<file path="src/rtl/instr_fetch_pkg.sv">
// Shared fetch-stage constants, FSM encoding and sizing helper.
// Imported by the fetch top, its buffer and nothing else.
package instr_fetch_pkg;

  localparam logic [31:0] NOP_INSTR = 32'h0;
  localparam int unsigned PC_INC = 4;

  typedef enum logic [1:0] {
    IDLE  = 2'd0,
    WAIT  = 2'd1,
    DRAIN = 2'd2
  } fetch_state_e;

  function automatic int unsigned cnt_w(
    int unsigned depth
  );
    return $clog2(depth) + 1;
  endfunction

endpackage

</file>
<file path="src/rtl/instr_fetch_if.sv">
// Instruction-memory read port between the fetch stage and imem.
// master = fetch side, slave = memory side.
interface instr_fetch_if #(
  parameter int unsigned ADDR_W = 32
);

  logic              imem_req;
  logic [ADDR_W-1:0] imem_addr;
  logic              imem_valid;
  logic [31:0]       imem_rdata;

  modport master (
    output imem_req,
    output imem_addr,
    input  imem_valid,
    input  imem_rdata
  );

  modport slave (
    input  imem_req,
    input  imem_addr,
    output imem_valid,
    output imem_rdata
  );

endinterface

</file>
<file path="src/rtl/instr_fetch_fifo.sv">
// Small synchronous FIFO buffering {instr, pc_plus4} records.
// Flush empties it in one cycle; DEPTH must be a power of 2.
module instr_fetch_fifo
  import instr_fetch_pkg::*;
#(
  parameter int unsigned W     = 64,
  parameter int unsigned DEPTH = 2
) (
  input  logic                    clk,
  input  logic                    reset,
  input  logic                    push,
  input  logic                    pop,
  input  logic                    flush,
  input  logic [W-1:0]            din,
  output logic [W-1:0]            dout,
  output logic [cnt_w(DEPTH)-1:0] count,
  output logic                    empty,
  output logic                    full
);

  localparam int unsigned AW = $clog2(DEPTH);
  localparam int unsigned CW = cnt_w(DEPTH);

  logic [W-1:0]  mem [DEPTH];
  logic [AW-1:0] rd;
  logic [AW-1:0] wr;
  logic          wen;
  logic          ren;

  assign empty = count == '0;
  assign full  = count == CW'(DEPTH);
  assign wen   = push && (!full || pop) && !flush;
  assign ren   = pop && !empty && !flush;
  assign dout  = mem[rd];

  always_ff @(posedge clk) begin
    if (!reset) begin
      rd    <= '0;
      wr    <= '0;
      count <= '0;
    end else if (flush) begin
      rd    <= '0;
      wr    <= '0;
      count <= '0;
    end else begin
      if (wen) wr <= wr + 1'b1;
      if (ren) rd <= rd + 1'b1;
      unique case ({wen, ren})
        2'b10:   count <= count + 1'b1;
        2'b01:   count <= count - 1'b1;
        default: count <= count;
      endcase
    end
  end

  always_ff @(posedge clk) begin
    if (wen) mem[wr] <= din;
  end

endmodule

</file>
<file path="src/rtl/instr_fetch.sv">
// IF stage: PC, single-outstanding imem reads, redirect/flush, buffer.
// FETCH_ALIGN_CHK_EN adds a sticky align_err for misaligned targets.
module instr_fetch
  import instr_fetch_pkg::*;
#(
  parameter int unsigned       ADDR_W     = 32,
  parameter logic [ADDR_W-1:0] RESET_PC   = '0,
  parameter int unsigned       FIFO_DEPTH = 2
) (
  input  logic              clk,
  input  logic              reset,
  input  logic              stall,
  input  logic              branch_taken,
  input  logic [ADDR_W-1:0] branch_target,
  instr_fetch_if.master     imem,
  output logic              instr_valid,
  output logic [31:0]       instr,
  output logic [ADDR_W-1:0] pc_plus4
`ifdef FETCH_ALIGN_CHK_EN
  ,
  output logic              align_err
`endif
);

  localparam int unsigned CW = cnt_w(FIFO_DEPTH);
  localparam int unsigned DW = 32 + ADDR_W;
  localparam logic [ADDR_W-1:0] INC = ADDR_W'(PC_INC);

  fetch_state_e      state;
  logic [ADDR_W-1:0] pc;
  logic [ADDR_W-1:0] req_addr;
  logic [ADDR_W-1:0] target;
  logic              req;
  logic              busy;
  logic              drop;
  logic              ret;
  logic              push;
  logic              pop;
  logic              issue;
  logic              empty;
  logic              full;
  logic [CW-1:0]     count;
  logic [DW-1:0]     head;
  logic [DW-1:0]     din;

  assign target = {branch_target[ADDR_W-1:2], 2'b00};
  assign busy   = state != IDLE;
  assign drop   = state == DRAIN;
  // a return with nothing outstanding is stale and ignored
  assign ret    = imem.imem_valid && busy;
  assign pop    = !empty && !stall && !branch_taken;
  assign push   = ret && !drop && !branch_taken
                && (!full || pop);
  assign issue  = !busy && !branch_taken
                && (count < CW'(FIFO_DEPTH));
  assign din    = {imem.imem_rdata, req_addr + INC};

  assign imem.imem_req  = req;
  assign imem.imem_addr = req_addr;

  assign instr_valid = !empty;
  assign instr    = empty ? NOP_INSTR : head[DW-1:ADDR_W];
  assign pc_plus4 = empty ? '0 : head[ADDR_W-1:0];

  always_ff @(posedge clk) begin
    if (!reset) begin
      state    <= IDLE;
      pc       <= RESET_PC;
      req      <= 1'b0;
      req_addr <= '0;
    end else begin
      req <= 1'b0;
      if (branch_taken) pc <= target;
      unique case (state)
        IDLE: begin
          if (issue) begin
            req      <= 1'b1;
            req_addr <= pc;
            pc       <= pc + INC;
            state    <= WAIT;
          end
        end
        WAIT: begin
          if (imem.imem_valid) state <= IDLE;
          else if (branch_taken) state <= DRAIN;
        end
        DRAIN: begin
          if (imem.imem_valid) state <= IDLE;
        end
        default: state <= IDLE;
      endcase
    end
  end

  instr_fetch_fifo #(
    .W     (DW),
    .DEPTH (FIFO_DEPTH)
  ) u_fifo (
    .clk   (clk),
    .reset (reset),
    .push  (push),
    .pop   (pop),
    .flush (branch_taken),
    .din   (din),
    .dout  (head),
    .count (count),
    .empty (empty),
    .full  (full)
  );

`ifdef FETCH_ALIGN_CHK_EN
  always_ff @(posedge clk) begin
    if (!reset) begin
      align_err <= 1'b0;
    end else if (branch_taken
                 && branch_target[1:0] != 2'b00) begin
      align_err <= 1'b1;
    end
  end
`else
  logic [1:0] unused_lo;
  assign unused_lo = branch_target[1:0];
`endif

endmodule

</file>
<file path="src/flat_wrapper.sv">
// flat-port wrapper written by rule: the top's interface ports become plain ports
module instr_fetch_flat import instr_fetch_pkg::*;
#(
  parameter int unsigned       ADDR_W     = 32,
  parameter logic [ADDR_W-1:0] RESET_PC   = '0,
  parameter int unsigned       FIFO_DEPTH = 2
)
  (clk, reset, stall, branch_taken, branch_target, instr_valid, instr, pc_plus4, imem_imem_req, imem_imem_addr, imem_imem_valid, imem_imem_rdata);
  instr_fetch_if #(.ADDR_W(ADDR_W)) imem_i ();
  input  logic clk;
  input  logic reset;
  input  logic stall;
  input  logic branch_taken;
  input  logic [ADDR_W-1:0] branch_target;
  output logic instr_valid;
  output logic [31:0] instr;
  output logic [ADDR_W-1:0] pc_plus4;
  output wire logic [$bits(imem_i.imem_req)-1:0] imem_imem_req;
  output wire logic [$bits(imem_i.imem_addr)-1:0] imem_imem_addr;
  input wire logic [$bits(imem_i.imem_valid)-1:0] imem_imem_valid;
  input wire logic [$bits(imem_i.imem_rdata)-1:0] imem_imem_rdata;
  assign imem_imem_req = imem_i.imem_req;
  assign imem_imem_addr = imem_i.imem_addr;
  assign imem_i.imem_valid = imem_imem_valid;
  assign imem_i.imem_rdata = imem_imem_rdata;
  instr_fetch #(.ADDR_W(ADDR_W), .RESET_PC(RESET_PC), .FIFO_DEPTH(FIFO_DEPTH)) u_core (.clk(clk), .reset(reset), .stall(stall), .branch_taken(branch_taken), .branch_target(branch_target), .imem(imem_i), .instr_valid(instr_valid), .instr(instr), .pc_plus4(pc_plus4));
endmodule
</file>
<file path="config.mk">
export PLATFORM = sky130hd
export DESIGN_NAME = instr_fetch_flat
export DESIGN_NICKNAME = d
export VERILOG_FILES = /design/src/rtl/instr_fetch_pkg.sv /design/src/rtl/instr_fetch_if.sv /design/src/rtl/instr_fetch_fifo.sv /design/src/rtl/instr_fetch.sv /design/src/flat_wrapper.sv
export SDC_FILE = /design/constraint.sdc
export NUM_CORES = 1
export LEC_CHECK = 0
export CELL_PAD_IN_SITES_DETAIL_PLACEMENT = 1
export CELL_PAD_IN_SITES_GLOBAL_PLACEMENT = 2
export CORE_ASPECT_RATIO = 1.1
export CORE_MARGIN = 2
export CORE_UTILIZATION = 34
export CTS_CLUSTER_SIZE = 25
export DETAILED_ROUTE_END_ITERATION = 10
export GPL_TIMING_DRIVEN = 0
export PLACE_DENSITY = 0.85
export SLEW_MARGIN = 20
export SYNTH_ARGS = -nofsm -noshare
export SYNTH_HDL_FRONTEND = slang
export SYNTH_SLANG_ARGS = --single-unit
</file>
<file path="constraint.sdc">
create_clock -name clk -period 6.6 [get_ports clk]
set_input_delay 0.99 -clock clk [delete_from_list [all_inputs] [get_ports clk]]
set_output_delay 0.99 -clock clk [all_outputs]
set_load 0.005 [all_outputs]
</file>
==> impl_metrics.ini, run 1 <==
[status]
status = completed

[global_routing]
grt_remaining_overflow = 0
antenna_found_initial = 0
use_met2_pct = 31.3
met1_usage_pct = 21.6
grt_first_pass_wirelength_mm = 35.9
grt.busiest_layer = met2
grt.total_usage_pct = 17.4
use_met3_pct = 2.84
grt_max_degree = 41
grt_pass1_vias = 6507

[power_and_ir_drop]
p_seq_share_pct = 53.8
combPwrFrac_pct = 6.6
vdd_drop_max_v = 0.000173
p_sw_uw = 607
clkPwrFrac_pct = 39.6
p_per_area_nw_per_um2 = 228
p_int_uw = 1970
p_leak_uw = 0.00360
switching_share_pct = 23.5

[yosys]
syn_area_um2 = 8620
synth_fa_ha_area_share_pct = 0.436
synth-xor-area-share_pct = 4.07
synth-seq-cells = 200
syn_nets = 829
synth_cell_types = 49
syn-instance-count = 757
async_flop_share_pct = 0
synth_top_family_by_area = simple AND/OR/NAND/NOR gates
synthMuxAreaShare_pct = 7.67
dominantRegCellSynth = edfxtp_1
synth_top_cell_by_area = edfxtp_1
synth_area_leaders = edfxtp_1 45%, dfxtp_1 17%, mux2i_1 7.7%
synth.avg_cell_area_um2 = 11.4
synth_compound_area_share_pct = 7.17
synth_top_area_share_pct = 44.6
seq_area_frac_synth_pct = 61.3
synth_edf_count = 128
ys_warn_count = 0
yosys.area_share.simple_pct = 16.5

[min_path]
hp-class = flop to flop

[floorplan]
num_rows = 61
dieArea_um2 = 26600
start_util_pct = 34.3
io_pins = 167
die_h_um = 171
die-width_um = 156
core_area_um2 = 25100

[clocking]
cts_max_path_buffers = 2
path_clk_slew_ps = 80
postCtsSetupBuffers = 0
cts_num_sinks = 200
numCtsBuffers = 17
cts-root-buf = clkbuf_16
cts_resized = 0
htreeDepth = 4
postCtsHoldBufs = 0
cts_tree = built
insertion_delay_ps = 430

[timing]
max_freq_mhz = 262
min_period_over_period_pct = 57.8
rsz0062_at_grt = no
setup_viol = 0
period_minus_slack_ps = 3810
finalHoldViolCount = 0
slew_headroom_pct = 42.7
worst_pin_slew_ps = 851
tns_ps = 0
clock-skew-final_ps = 13.1
slew_viol_final = 0

[critical_path]
crit_buf_inv = 3
cp_slowest_cell = buf_1
cp-start-kind = flop
cp_cell_sequence = clkbuf_1 -> buf_1 -> mux2i_1 -> nor2_1 -> clkdlybuf4s50_1
critPathKind = flop to output port
max_stage_delay_ps = 610
cp.required_ps = 5610
cp_top_family = buffers and inverters
cp.arrival_ps = 2820
crit_path_max_fanout = 10
end_kind = output port

[final_layout]
utilization_pct = 45.0
layout-drive-gt1-share_pct = 5.65
diodes = 0
fin_area_um2 = 11300
area_delta_synth_final_pct = 31.0
fin_nets = 1014
final_cells = 1270

[placed_design]
gp_congestion = 0.798
placedInstanceArea_um2 = 10700
dp_hpwl_mm = 16.8
dpl.cell_count = 1238
numPortBuffers = 163

[run]
maxCapViolCount = 0

[routing]
wl_mm = 22.9
drt_iter0_drc = 313
vias_per_cell = 4.98
vias = 6319
drt_pass1_iterations = 4
ant_nets = 0
route.detailed.drc = 0
wl_per_cell_um = 18.0
==> state kept, by name, summed over array words and instances, names as in the netlist, named ones only <==
| register | count |
|---|---|
| u_core.imem.imem_addr | 32 |
| u_core.imem.imem_req | 1 |
| u_core.pc | 32 |
| u_core.state | 2 |
| u_core.u_fifo.count | 2 |
| u_core.u_fifo.mem | 128 |
| u_core.u_fifo.rd | 1 |
| u_core.u_fifo.wr | 1 |
==> through the flow <==
step / hold WS, ps / setup WS [ps] / total power [uW]
after floorplan: 427 / 1610 / 1480
after global placement: 454 / -452 / 1580
after detailed placement: 460 / 3060 / 1590
after CTS: 485 / 2690 / 2600
after global routing: 499 / 2570 / 2670
final: 482 / 2790 / 2580
==> tightest hold or removal path: stages (launching register included) <==
cell,delay [ps]
dfxtp_1,310
nand2_1,60
a21oi_1,50
==> kinds of logic after synthesis <==
logic type	count (synthesis)
and+or+nand+nor	291
DFF	200
AOI/OAI and AO/OA	102
muxes	66
buffers and inverters	55
xor gates and xnor gates	40
adders and majority gates	3
==> final timing paths <==
kind,slack [ps],startpoint,end,depth (start not counted)
worst max-delay path,2790,flop,pc_plus4[10],5
worst min-delay path,480,u_core.pc[0]$_SDFFE_PN0N_,u_core.imem.imem_addr[0]$_SDFFE_PN0P_,2
worst max register to register,4380,u_core.imem.imem_addr[11]$_SDFFE_PN0P_,u_core.u_fifo.mem[1][21]$_DFFE_PP_,4
worst min register to register,480,u_core.pc[0]$_SDFFE_PN0N_,u_core.imem.imem_addr[0]$_SDFFE_PN0P_,2
==> synth_stat cells (all sizes together) (3+ instances only) <==
library cell,instances
a211oi,7
a21o,3
a21oi,39
a311oi,7
a31oi,8
and2,5
and3,7
and4,10
buf,21
clkbuf,26
dfxtp,72
edfxtp,128
ha,3
inv,8
mux2i,66
nand2,86
nand3,26
nand4,25
nor2,94
nor2b,4
nor3,6
nor4,7
o21ai,24
o31ai,6
or3,11
or4,7
xnor2,29
xor2,11
==> placed cells by master, fill, tap and decap left out, types with 17 or more instances in the layout <==
master | Yosys | layout
clkbuf_1 | 26 | 27
nand2_1 | 86 | 86
nor2_1 | 94 | 93
xnor2_1 | 29 | 29
edfxtp_1 | 128 | 128
nand4_1 | 23 | 23
dfxtp_1 | 72 | 72
clkdlybuf4s50_1 | 0 | 163
clkbuf_16 | 0 | 17
mux2i_1 | 66 | 66
nand3_1 | 25 | 25
o21ai_0 | 24 | 24
a21oi_1 | 39 | 39
==> cell type report <==
class | count | area [um^2]
Timing Repair Buffer | 166 | 1700
Clock inverter | 14 | 143
Inverter | 8 | 30.0
Multi-Input combinational cell | 502 | 3100
Buffer | 47 | 214
Fill cell | 2729 | 13800
Tap cell | 315 | 394
Clock buffer | 18 | 429
Sequential cell | 200 | 5290
==> per-layer routing <==
layer,up-vias,wire [um]
met2,123,11800
met1,3053,10200
met5,-,0
met4,0,239
li1,3127,-
met3,16,693
==> power groups by stage <==
stage / Combinational, uW / Sequential, uW / Clock, uW
after global placement: 165 / 1420 / 0
final: 171 / 1390 / 1020
after floorplan: 76.6 / 1410 / 0
after global routing: 189 / 1390 / 1090
after CTS: 173 / 1390 / 1040
after detailed placement: 172 / 1420 / 0
Note: power is estimated with default switching activity, not from simulation.
==> run 2, diff against run 1 <==
clock period = 3.8 ns   (was 6.6 ns; I/O delays follow)
==> impl_metrics.ini, run 2 (same netlist as run 1, synthesis figures left out) <==
[status]
status = completed

[floorplan]
die_h_um = 171
dieArea_um2 = 26600
num_rows = 61
core_area_um2 = 25100
start_util_pct = 34.3
die-width_um = 156
io_pins = 167

[routing]
highest_layer = met4
wl_mm = 22.8
vias = 6369
drt_pass1_iterations = 5
drt_iter0_drc = 302
ant_nets = 0
wirelength_met1_mm = 10.1
met3WireLength_um = 696
met2WireLength_mm = 11.6
vias_per_cell = 5.01
route.detailed.drc = 0
wl_per_cell_um = 17.9

[global_routing]
grt_max_degree = 47
grt_first_pass_wirelength_mm = 35.5
grt_pass1_vias = 6440
antenna_found_initial = 0
grt.total_usage_pct = 17.2
grt_remaining_overflow = 0

[clocking]
postCtsSetupBuffers = 0
cts_resized = 0
cts_tree = built
path_clk_slew_ps = 70
postCtsHoldBufs = 0
htreeDepth = 4
insertion_delay_ps = 440
numCtsBuffers = 17
cts_num_sinks = 200
cts-root-buf = clkbuf_16
cts_max_path_buffers = 2

[power_and_ir_drop]
p_per_area_nw_per_um2 = 394
p_sw_uw = 1070
combPwrFrac_pct = 6.7
clkPwrFrac_pct = 39.1
p_leak_uw = 0.00361
p_int_uw = 3370
p_seq_share_pct = 54.3
vdd_drop_max_v = 0.000220
switching_share_pct = 24.1

[final_layout]
final_cell_mix = 163 x clkdlybuf4s50_1, 128 x edfxtp_1, 93 x nor2_1
largest_reg_flops = 128
area_delta_synth_final_pct = 30.9
fin_area_um2 = 11300
diodes = 0
final_common_cell = clkdlybuf4s50_1
layout-drive-gt1-share_pct = 5.76
largest_register = u_core.u_fifo.mem
fin_nets = 1014
fill_cells = 2715

[critical_path]
critPathKind = flop to output port
end_kind = output port
max_stage_delay_ps = 650
cp_slowest_cell = buf_1
cp-start-kind = flop
cp.arrival_ps = 2790
crit_buf_inv = 3
cp_cell_sequence = clkbuf_1 -> buf_1 -> mux2i_1 -> nor2_1 -> clkdlybuf4s50_1
cp.required_ps = 3230
cp_top_family = buffers and inverters
crit_path_max_fanout = 10

[timing]
slew_viol_final = 0
rsz0062_at_grt = no
worst_pin_slew_ps = 784
finalHoldViolCount = 0
setup_viol = 0
period_minus_slack_ps = 3360
max_freq_mhz = 297
slew_headroom_pct = 47.2
min_period_over_period_pct = 88.5
clock-skew-final_ps = 15.2
whs_ps = 460

[placed_design]
numPortBuffers = 163
dp_hpwl_mm = 16.8
placedInstanceArea_um2 = 10700
gp_congestion = 0.819

[run]
maxCapViolCount = 0

[min_path]
hp-class = flop to flop
run 2: changes by cell type in the layout (fill, tap and decap cells not counted), sizes merged:
| cell | delta |
|---|---|
| clkinv | +2 |
| clkbuf | -1 |
| inv | +4 |
| bufinv | -1 |
| clkinvlp | -4 |
run 2: worst min-delay path, stage by stage (launching register included):
cell	delay, ps
dfxtp_1	310
nand2_1	50
a21oi_1	50
run 2: layout make-up:
class | count | area, um^2 | area share (%)
plain buffers | 47 | 214 | 1.90
clock buffers | 17 | 425 | 3.77
clock inverters | 15 | 135 | 1.20
inverters | 8 | 30.0 | 0.266
multi-input cells | 502 | 3100 | 27.5
flip-flops and latches | 200 | 5290 | 46.8
well taps | 315 | 394 | 3.49
repair buffers | 166 | 1700 | 15.1
run 2: per-stage QoR:
| stage | setup TNS (ps) | power, uW | util, % | cells | setup WS [ps] |
|---|---|---|---|---|---|
| 2_1_floorplan | 0 | 2580 | - | 757 | 323 |
| 3_3_place_gp | -108250 | 2740 | 42.4 | 1235 | -990 |
| 3_5_place_dp | 0 | 2760 | 42.7 | 1238 | 634 |
| 4_1_cts | 0 | 4480 | 44.9 | 1270 | 305 |
| 5_1_grt | 0 | 4600 | 44.9 | 1270 | 118 |
| 6_report | 0 | 4440 | 44.9 | 1270 | 438 |
run 2: path summary, 6_finish.rpt:
check	from	to	slack, ps	cells after the start
setup / recovery	flop	instr[1]	440	5
hold / removal	u_core.pc[1]$_SDFFE_PN0N_	u_core.imem.imem_addr[1]$_SDFFE_PN0P_	460	2
setup reg to reg	u_core.u_fifo.count[1]$_SDFFE_PP0P_	u_core.u_fifo.mem[0][21]$_DFFE_PP_	1590	7
hold reg to reg	u_core.pc[1]$_SDFFE_PN0N_	u_core.imem.imem_addr[1]$_SDFFE_PN0P_	460	2
run 2: power by group through the flow:
| stage | registers [uW] | logic [uW] | clock network [uW] |
|---|---|---|---|
| after detailed placement | 2460 | 299 | 0 |
| after CTS | 2410 | 301 | 1770 |
| after global placement | 2460 | 287 | 0 |
| after floorplan | 2440 | 133 | 0 |
| after global routing | 2420 | 326 | 1860 |
| final | 2410 | 296 | 1730 |
run 2: routing by layer:
layer | vias up | global-route usage, %
met2 | 138 | 30.7
met1 | 3085 | 21.5
met5 | - | 0
met4 | 0 | 5.42
met3 | 20 | 2.68
li1 | 3126 | -
==> run 3, diff against run 2 <==
CAP_MARGIN = 5   (was unset)
==> results of run 3 <==
Final layout, timing and power as in run 2 (identical DEF).
